### src/rtl/huffman_decoder.sv
// huffman_decoder: latches a six-entry Huffman code/mask table and decodes a
// serial bitstream into symbol indices 1..6, with one-cycle sym/err strobes.
module huffman_decoder #(
   parameter int unsigned MAXLEN = 8
) (
   input  logic       clk,
   input  logic       reset,
   input  logic       code_valid,
   input  logic [7:0] HC1,
   input  logic [7:0] HC2,
   input  logic [7:0] HC3,
   input  logic [7:0] HC4,
   input  logic [7:0] HC5,
   input  logic [7:0] HC6,
   input  logic [7:0] M1,
   input  logic [7:0] M2,
   input  logic [7:0] M3,
   input  logic [7:0] M4,
   input  logic [7:0] M5,
   input  logic [7:0] M6,
   input  logic       bit_valid,
   input  logic       bit_in,
   output logic       table_ready,
   output logic       sym_valid,
   output logic [2:0] sym,
   output logic       err
);

   typedef enum logic [0:0] {StIdle, StDecode} state_e;

   state_e state_q, state_d;

   logic [7:0]        hc_in [6];
   logic [7:0]        m_in  [6];
   logic [7:0]        hc_q  [6];
   logic [7:0]        m_q   [6];
   logic [3:0]        len_q [6];
   logic [5:0]        en_q;
   logic [3:0]        len_new [6];
   logic [5:0]        en_new;

   logic [MAXLEN-1:0] acc_q, acc_d, acc_n;
   logic [3:0]        cnt_q, cnt_d, cnt_n;
   logic [2:0]        sym_q, sym_d;
   logic              sym_valid_q, sym_valid_d;
   logic              err_q, err_d;
   logic [5:0]        match;
   logic              found;
   logic [2:0]        found_idx;

   assign hc_in[0] = HC1;
   assign hc_in[1] = HC2;
   assign hc_in[2] = HC3;
   assign hc_in[3] = HC4;
   assign hc_in[4] = HC5;
   assign hc_in[5] = HC6;
   assign m_in[0]  = M1;
   assign m_in[1]  = M2;
   assign m_in[2]  = M3;
   assign m_in[3]  = M4;
   assign m_in[4]  = M5;
   assign m_in[5]  = M6;

   // Code length and enable per incoming mask; a mask is usable only if it is
   // a nonzero run of ones starting at bit 0 (m & (m+1) == 0).
   always_comb begin
      for (int k = 0; k < 6; k++) begin
         len_new[k] = 4'($countones(m_in[k]));
         en_new[k]  = (m_in[k] != 8'd0) && ((m_in[k] & 8'(m_in[k] + 8'd1)) == 8'd0);
      end
   end

   // Table registers, loaded on every code_valid edge.
   always_ff @(posedge clk or posedge reset) begin
      if (reset) begin
         for (int k = 0; k < 6; k++) begin
            hc_q[k]  <= 8'd0;
            m_q[k]   <= 8'd0;
            len_q[k] <= 4'd0;
         end
         en_q <= 6'd0;
      end else if (code_valid) begin
         for (int k = 0; k < 6; k++) begin
            hc_q[k]  <= hc_in[k];
            m_q[k]   <= m_in[k];
            len_q[k] <= len_new[k];
         end
         en_q <= en_new;
      end
   end

   // Match each enabled symbol against the accumulator including the new bit.
   always_comb begin
      acc_n = {acc_q[MAXLEN-2:0], bit_in};
      cnt_n = cnt_q + 4'd1;
      for (int k = 0; k < 6; k++) begin
         match[k] = en_q[k] && (len_q[k] == cnt_n) &&
                    ((acc_n & m_q[k]) == (hc_q[k] & m_q[k]));
      end
   end

   // Lowest-index match wins.
   always_comb begin
      found     = 1'b0;
      found_idx = 3'd0;
      for (int k = 0; k < 6; k++) begin
         if (!found && match[k]) begin
            found     = 1'b1;
            found_idx = 3'(k + 1);
         end
      end
   end

   // Next-state: reload takes precedence over a coincident bit.
   always_comb begin
      state_d     = state_q;
      acc_d       = acc_q;
      cnt_d       = cnt_q;
      sym_d       = sym_q;
      sym_valid_d = 1'b0;
      err_d       = 1'b0;
      if (code_valid) begin
         state_d = StDecode;
         acc_d   = '0;
         cnt_d   = 4'd0;
      end else if ((state_q == StDecode) && bit_valid) begin
         if (found) begin
            sym_d       = found_idx;
            sym_valid_d = 1'b1;
            acc_d       = '0;
            cnt_d       = 4'd0;
         end else if (cnt_n == 4'(MAXLEN)) begin
            err_d = 1'b1;
            acc_d = '0;
            cnt_d = 4'd0;
         end else begin
            acc_d = acc_n;
            cnt_d = cnt_n;
         end
      end
   end

   // State, accumulator and output strobe registers.
   always_ff @(posedge clk or posedge reset) begin
      if (reset) begin
         state_q     <= StIdle;
         acc_q       <= '0;
         cnt_q       <= 4'd0;
         sym_q       <= 3'd0;
         sym_valid_q <= 1'b0;
         err_q       <= 1'b0;
      end else begin
         state_q     <= state_d;
         acc_q       <= acc_d;
         cnt_q       <= cnt_d;
         sym_q       <= sym_d;
         sym_valid_q <= sym_valid_d;
         err_q       <= err_d;
      end
   end

   assign table_ready = (state_q == StDecode);
   assign sym_valid   = sym_valid_q;
   assign sym         = sym_q;
   assign err         = err_q;

endmodule
### config.mk
export PLATFORM = sky130hd
export DESIGN_NAME = huffman_decoder
export DESIGN_NICKNAME = d
export VERILOG_FILES = /design/src/rtl/huffman_decoder.sv
export SDC_FILE = /design/constraint.sdc
export NUM_CORES = 1
export LEC_CHECK = 0
export ABC_AREA = 1
export BUFFER_PORTS_ARGS = -buffer_cell sky130_fd_sc_hd__clkbuf_2
export CORE_MARGIN = 2
export CORE_UTILIZATION = 45
export DETAILED_ROUTE_END_ITERATION = 10
export PLACE_DENSITY = 0.68
export SLEW_MARGIN = 20
export SYNTH_ARGS = -nofsm -noshare
export SYNTH_HDL_FRONTEND = slang
export SYNTH_SLANG_ARGS = --single-unit
### constraint.sdc
create_clock -name clk -period 8 [get_ports clk]
set_input_delay 1.2 -clock clk [delete_from_list [all_inputs] [get_ports clk]]
set_output_delay 1.2 -clock clk [all_outputs]
set_load 0.02 [all_outputs]
==> key figures, run 1 <==
Outcome
  • Outcome: finished, final reports clean

Setup path
  • Crit-path leading delay family: adder cells
  • Critical path launch point type: input port
  • CP Cell Sequence: clkbuf_2, fa_1, inv_1, fa_1, fa_1, inv_1, ha_1, inv_1, fa_1, o21ai_0
  • Critical path arrival: 3.79 ns
  • Max stage delay on crit path: 0.54 ns
  • Max FO, Critical Path: 3
  • Setup Crit Path Kind: input port to flop
  • CP endpoint kind: flop
  • Crit path buf inv count: 4
  • Slowest cell on crit path: fa_1
  • Most frequent CP cell: fa_1
  • CP required: 8.33 ns

Layout
  • Area Overhead vs Synth: 14.81%
  • Layout cell share with drive strength beyond 1: 0.1297
  • Fillers: 1752
  • # diodes: 0
  • Final Util: 0.5294
  • Total Nets Final: 1330

Clock network
  • CTS root buf: clkbuf_16
  • Resize count post-CTS: 0
  • Post-CTS Hold Fix Bufs: 0
  • Clock sinks: 143
  • # Post-CTS Setup Buffers: 0
  • Clock transition at the registers of the reported paths: 0.06 ns
  • Cts bufs inserted: 17
  • CTS tree: done
  • CTS Buffer Depth: 2
  • Worst-Skew Late Latency: 0.43 ns
  • H-tree depth: 4

Synth
  • Post-synthesis sequential area ratio: 0.4305
  • Mux cell area share after synthesis: 0
  • Synth Area in Compound Gates: 0.1039
  • Avg Cell Area, Syn: 7.710 um2
  • Asr flop ratio synth: 1.000
  • Yosys top cell area share: 0.4305
  • Post-Synth Simple-Gate Area: 0.2541
  • Synth area leader: dfrtp_1
  • List of most frequent post-synthesis cells: nand2_1, inv_1, dfrtp_1
  • Post-Synth XOR/XNOR Area: 0.01054
  • Post-synthesis register bit count: 143
  • Post-Syn Nets: 1240
  • Cell count after synthesis: 1078
  • Adder-cell area share of the yosys netlist: 0.1135
  • Synth area leaders: dfrtp_1, nand2_1, inv_1, o21ai_0, fa_1
  • Synth Warn #: 0
  • Post-Syn Area: 8312 um2
  • Synth unique cells: 37
  • Largest family of logic cells by synthesized area: simple AND/OR/NAND/NOR gates
  • Most frequent cell after synthesis: nand2_1
  • Post-synth EDFFs: 0
  • Most used DFF post-synth: dfrtp_1

Power
  • Leak Pwr: 5.081 nW
  • Worst vdd ir: 134.0 uV
  • PD cells: 210.2 nW/um2

Route
  • Initial drt markers: 568
  • Via Count: 7106
  • Routed WL: 21170 um
  • Via density: 5.043
  • Initial DRT Pass Iterations: 5
  • Post-DRT Antenna Nets: 0
  • DR DRC count: 0
  • WL/cell: 15.03 um

Run
  • Max Cap Viol: 0

Global routing
  • Initial antenna violation count: 0
  • Largest net degree at the start of global routing: 85
  • GRT Total Usage: 0.2267
  • Number of global-route vias before repair: 6905
  • Global-route wire length before repair: 34980 um
  • Gr ovfl total: 0

Floorplan
  • Initial Util: 0.4611
  • Row count: 49
  • Die W: 139.9 um
  • Die Span Y: 139.9 um
  • Core area: 18020 um2
  • Die Area: 19570 um2
  • Io pins: 107

Placed design
  • DP Wirelength: 14970 um
  • Port Buffers: 106
  • Gpl congestion: 0.8216
  • Dpl ws: 4.106 ns

Timing
  • Final Critical Period: 3.460 ns
  • Slew Viols, Final: 0
  • Hold Fails Final Rpt: 0
  • RSZ-0062 raised after global routing: false
  • Worst slew pin tran: 0.7687 ns
  • Relative slew slack: 0.4876
  • Fmax: 289.0 MHz
  • Fin Setup TNS: 0 ns
  • Clk_skew: 0.008810 ns
  • Post-route setup slack: 4.540 ns
  • Final period utilization: 0.4326
  • Setup violators final: 0

Min path
  • Hold Path Class: flop to flop
[through the flow]
stage          hold WS (ns)  area, um2  total power [mW]  instances
2_1_floorplan        0.4427       8312             1.155       1078
3_3_place_gp         0.4583       9004             1.270       1378
3_5_place_dp         0.4650       9004             1.285       1378
4_1_cts              0.4794       9543             2.017       1409
5_1_grt              0.5071       9543             2.123       1409
6_report             0.4750       9543             2.006       1409
[logic make-up after synthesis]
kind of cell | after synthesis
XOR/XNOR | 10
adder cells (fa/ha/maj) | 61
AO/OA/AOI/OAI | 160
flip-flops | 143
buffers and inverters | 189
AND/OR/NAND/NOR | 515
[report_power, final]
group	leakage, nW	internal (mW)	switching (mW)	total [mW]
Sequential	1.78	0.809	0.0623	0.872
Combinational	3.04	0.158	0.246	0.404
Clock	0.262	0.434	0.297	0.731
[cells in the final DEF (no fill, tap or decap), types with 4 or more instances in the layout]
cell type	Yosys	final
nand2_1	351	351
inv_1	150	148
dfrtp_1	143	143
o21ai_0	105	105
clkbuf_2	1	105
nor2_1	85	85
nand3_1	51	51
ha_1	37	37
a21oi_1	29	29
fa_1	24	24
clkbuf_16	0	17
o22ai_1	12	12
xor2_1	6	6
o2111ai_1	5	5
clkbuf_8	0	5
buf_4	2	5
clkinv_2	0	4
nand4_1	4	4
nand2_2	4	4
nand3b_1	4	4
xnor2_1	4	4
nor3_1	4	4
clkbuf_1	27	4
[registers in the layout (all words and copies together) (netlist names)]
register / count
acc_q: 7
cnt_q: 4
en_q: 6
err: 1
hc_q: 48
len_q: 24
m_q: 48
sym: 3
sym_valid: 1
table_ready: 1
[final timing paths]
kind                       endpoint      from  slack (ns)  depth (start not counted)
max                        len_q[5]     M5[0]        4.54                         10
min                         en_q[5]   en_q[5]        0.48                          2
max reg2reg                  sym[0]  cnt_q[0]        4.84                         14
min reg2reg                 en_q[5]   en_q[5]        0.48                          2
max in group asynchronous   hc_q[1]     reset        5.84                          3
min in group asynchronous   m_q[24]     reset        0.89                          2
[worst min-delay path, cell delays in order (launching register included)]
cell and delay, ns:
dfrtp_1 0.34, nand2_1 0.05, nand2_1 0.05
[per-layer routing]
layer  vias up  global-route usage  routed length [um]  part of all wire
met1      3318              0.3165                9846              0.47
met3        41             0.03829                1048             0.049
met2       194              0.3569                9719              0.46
met4         0             0.08579                 559             0.026
met5         -                   0                   0                 0
li1       3553                   -                   -                 -
[area by class of cell]
cell class | count | area [um2] | area share
Multi-Input combinational cell | 746 | 4006 | 0.4198
Clock inverter | 5 | 30.03 | 0.003147
Clock buffer | 26 | 509.2 | 0.05336
Inverter | 150 | 569.3 | 0.05966
Timing Repair Buffer | 110 | 563.0 | 0.05900
Tap cell | 229 | 286.5 | 0.03002
Sequential cell | 143 | 3578 | 0.3750
Note: power is estimated with default switching activity, not from simulation.
==> run 2, diff against run 1 <==
clock period = 3.3 ns   (was 8 ns; I/O delays follow)
==> key figures, run 2 (synthesized netlist as in run 1, its figures left out) <==
Outcome
  • Outcome: finished, final reports clean

Power
  • Int Power: 3.520 mW
  • PD cells: 517.7 nW/um2
  • Sequential share of power: 0.421
  • Total power: 4.997 mW
  • Leak Pwr: 5.148 nW
  • Clock share of power: 0.382
  • Logic pwr share: 0.197
  • NetSw: 1.478 mW
  • Worst vdd ir: 362.6 uV
  • Switching part of the total: 0.2957

Route
  • Initial drt markers: 516
  • Initial DRT Pass Iterations: 5
  • WL/cell: 14.89 um
  • Via Count: 7117
  • DR DRC count: 0
  • Routed WL: 21100 um
  • Post-DRT Antenna Nets: 0
  • Via density: 5.023

Floorplan
  • Core area: 18020 um2
  • Io pins: 107
  • Die W: 139.9 um
  • Die Area: 19570 um2
  • Initial Util: 0.4611
  • Row count: 49
  • Die Span Y: 139.9 um

Timing
  • Hold Fails Final Rpt: 0
  • Fin Setup TNS: 0 ns
  • Setup violators final: 0
  • Fmax: 367.1 MHz
  • Relative slew slack: 0.4738
  • Worst slew pin tran: 0.7893 ns
  • Final period utilization: 0.8255
  • Clk_skew: 0.005333 ns
  • Slew Viols, Final: 0
  • RSZ-0062 raised after global routing: false
  • Final Critical Period: 2.724 ns

Placed design
  • Port Buffers: 106
  • Post-Place Cell Area: 9067 um2
  • DP Wirelength: 14900 um
  • Placed insts: 1385
  • Gpl congestion: 0.8228

Setup path
  • Slowest cell on crit path: fa_1
  • Crit path from: M4[0]
  • Reg-to-Reg Start: cnt_q[1]
  • Critical path launch point type: input port
  • Setup Crit Path Kind: input port to flop
  • Crit-path leading delay family: adder cells
  • Critical path arrival: 3.06 ns
  • CP endpoint kind: flop
  • Max stage delay on crit path: 0.53 ns
  • Max FO, Critical Path: 5
  • CP required: 3.64 ns
  • Crit path buf inv count: 4
  • CP Cell Sequence: clkbuf_2, fa_1, inv_1, fa_1, fa_1, inv_1, ha_1, inv_1, fa_1, xor2_1, o21ai_0
  • Most frequent CP cell: fa_1

Global routing
  • Gr ovfl total: 0
  • Largest net degree at the start of global routing: 144
  • Initial antenna violation count: 0
  • Number of global-route vias before repair: 6833
  • Global-route wire length before repair: 34490 um
  • GRT Total Usage: 0.2251

Clock network
  • H-tree depth: 4
  • Clock sinks: 143
  • # Post-CTS Setup Buffers: 0
  • Worst-Skew Late Latency: 0.42 ns
  • Cts bufs inserted: 17
  • Clock transition at the registers of the reported paths: 0.06 ns
  • Post-CTS Hold Fix Bufs: 0
  • Resize count post-CTS: 0
  • CTS Buffer Depth: 2
  • CTS root buf: clkbuf_16
  • CTS tree: done

Layout
  • Area Overhead vs Synth: 16.14%
  • Cell Count, Final, Fillers Out: 1417
  • Fin area: 9653 um2
  • Total Nets Final: 1337
  • Final Util: 0.5355
  • Commonest non-fill, non-tap cells in the layout: nand2_1, inv_1, dfrtp_1
  • Biggest regs: hc_q: 48 flops, m_q: 48 flops, len_q: 24 flops
  • # diodes: 0
  • Most common cell after layout, fill and taps aside: nand2_1
  • Fillers: 1710
  • Layout cell share with drive strength beyond 1: 0.1372

Run
  • Max Cap Viol: 0

Min path
  • Hold Path Class: input port to async pin
-- run 2: final timing paths --
path | slack, ns | end | cells past startpoint
max in group asynchronous | 2.45 | len_q[4] | 3
worst max register to register | 0.92 | sym[0] | 15
worst min register to register | 0.48 | m_q[27] | 2
worst min-delay path | 0.27 | m_q[26] | 3
worst max-delay path | 0.58 | len_q[10] | 11
min in group clk | 0.27 | hc_q[45] | 3
-- run 2: per-layer routing --
layer  global-route usage  vias up  routed length [um]
met5                    0        -                   0
met4              0.05789        0                 319
met3              0.04205       25                1195
met2               0.3548      201                9783
met1               0.3230     3320                9802
li1                     -     3571                   -
-- run 2: area by class of cell --
cell class | instances | area, um2 | area share
clock inverter | 10 | 111.4 | 0.01154
inverter | 150 | 568.0 | 0.05885
sequential | 143 | 3578 | 0.3707
tap | 229 | 286.5 | 0.02968
clock buffer | 22 | 474.2 | 0.04913
timing repair buffer | 117 | 628.1 | 0.06507
multi-input combinational | 746 | 4006 | 0.4150
-- run 2: worst min-delay path: cells and delay by family --
family / cells / cell delay [ns]
buffers and inverters: 3 / 0.68
-- run 2: through the flow --
| step | setup slack (ns) | hold slack, ns |
|---|---|---|
| global placement | 0.1988 | 0.4635 |
| CTS | 0.5714 | 0.2573 |
| finish | 0.5759 | 0.2697 |
| global route | 0.4429 | 0.2594 |
| detailed placement | 0.1209 | 0.4660 |
| floorplan | 0.3964 | 0.4427 |
-- run 2: power groups by stage --
stage	logic (mW)	registers [mW]	clock network, mW
5_1_grt	1.16	2.13	2.01
6_report	0.983	2.10	1.91
3_5_place_dp	0.989	2.13	0
2_1_floorplan	0.704	2.10	0
3_3_place_gp	0.960	2.12	0
4_1_cts	0.996	2.10	1.94
==> run 3, diff against run 2 <==
clock period = 2.8 ns   (was 3.3 ns; I/O delays follow)
==> key figures, run 3 (synthesized netlist as in run 1, its figures left out) <==
Outcome
  • Outcome: finished, final reports clean

Floorplan
  • Die Span Y: 139.9 um
  • Io pins: 107
  • Row count: 49
  • Die Area: 19570 um2
  • Initial Util: 0.4611
  • Die W: 139.9 um
  • Core area: 18020 um2

Power
  • Leak Pwr: 5.256 nW
  • PD cells: 601.3 nW/um2
  • Total power: 5.933 mW
  • Worst vdd ir: 452.1 uV

Clock network
  • Clock sinks: 143
  • CTS tree: done
  • # Post-CTS Setup Buffers: 0
  • H-tree depth: 4
  • Clock transition at the registers of the reported paths: 0.06 ns
  • Resize count post-CTS: 0
  • Post-CTS Hold Fix Bufs: 0
  • CTS Buffer Depth: 2
  • CTS root buf: clkbuf_16
  • Worst-Skew Late Latency: 0.43 ns
  • Cts bufs inserted: 17

Placed design
  • Placed insts: 1410
  • DP Wirelength: 15710 um
  • Port Buffers: 106
  • Gpl congestion: 0.7969

Timing
  • Final Critical Period: 2.611 ns
  • Hold Fails Final Rpt: 0
  • Fmax: 383.0 MHz
  • Fin Setup TNS: 0 ns
  • RSZ-0062 raised after global routing: false
  • Relative slew slack: 0.5086
  • Worst slew pin tran: 0.7345 ns
  • Fin Hold WS: 0.008125 ns
  • Clk_skew: 0.007085 ns
  • Final period utilization: 0.9324
  • Slew Viols, Final: 0
  • Setup violators final: 0

Global routing
  • Largest net degree at the start of global routing: 70
  • Initial antenna violation count: 0
  • Number of global-route vias before repair: 7002
  • Gr ovfl total: 0
  • Global-route wire length before repair: 35580 um
  • GRT Total Usage: 0.2308

Layout
  • # diodes: 0
  • Layout cell share with drive strength beyond 1: 0.1601
  • Commonest non-fill, non-tap cells in the layout: nand2_1, inv_1, dfrtp_1
  • Area Overhead vs Synth: 18.71%
  • Total Nets Final: 1362
  • Biggest regs: hc_q: 48 flops, m_q: 48 flops, len_q: 24 flops
  • Final Util: 0.5474
  • Most common cell after layout, fill and taps aside: nand2_1
  • Cell Count, Final, Fillers Out: 1441

Setup path
  • Critical path launch point type: input port
  • Setup Crit Path Kind: input port to flop
  • Reg-to-Reg Start: cnt_q[1]
  • Worst Reg-to-Reg Cells: 16
  • CP required: 3.10 ns
  • FF-to-FF End: sym[0]
  • Critical path arrival: 2.91 ns
  • CP endpoint kind: flop
  • Reg-to-reg slack, setup: 0.42 ns
  • Max FO, Critical Path: 2

Route
  • Via Count: 7265
  • Initial DRT Pass Iterations: 5
  • WL/cell: 14.92 um
  • Post-DRT Antenna Nets: 0
  • Initial drt markers: 638
  • Via density: 5.042
  • DR DRC count: 0
  • Routed WL: 21490 um

Min path
  • Hold Path Class: input port to async pin

Run
  • Max Cap Viol: 0
-- run 3: how the worst max path moves through the flow --
stage,startpoint,endpoint,slack [ns],cells after the start
finish,M5[0],len_q[5],0.19,10
global route,M5[0],len_q[6],0.05,11
CTS,M3[0],len_q[14],0.19,10
detailed placement,M5[0],len_q[5],-0.25,10
global placement,M5[0],len_q[5],-0.20,10
floorplan,M6[0],len_q[1],-0.01,9
-- run 3: routing by layer --
layer	vias to the layer above	track usage	routed length, um
met2	242	0.3648	9985
met5	-	0	0
met1	3377	0.3211	9565
met3	30	0.04957	1545
met4	0	0.07053	398
li1	3616	-	-
-- run 3: area by class of cell --
class	instances	area [um2]
sequential	143	3578
clock buffer	18	429.2
multi-input combinational	746	4021
tap	229	286.5
timing repair buffer	142	840.8
inverter	150	568.0
fill	1711	8158
clock inverter	13	142.6
-- run 3: stage by stage --
stage	setup slack (ns)	area, um2
3_3_place_gp	-0.2040	9295
3_5_place_dp	-0.2523	9295
6_report	0.1892	9867
2_1_floorplan	-0.01409	8330
5_1_grt	0.05212	9867
4_1_cts	0.1907	9867
-- run 3: worst max-delay path, stage by stage --
cell and delay [ns]:
clkbuf_2 0.10, fa_1 0.54, inv_1 0.05, fa_1 0.51, fa_1 0.42, inv_1 0.07, ha_1 0.16, inv_1 0.06
fa_2 0.51, o21ai_0 0.07
-- run 3: power by group --
| part | leakage, nW | internal (mW) | switching [mW] |
|---|---|---|---|
| sequential | 1.78 | 2.31 | 0.173 |
| combinational | 3.20 | 0.496 | 0.720 |
| clock | 0.276 | 1.31 | 0.924 |
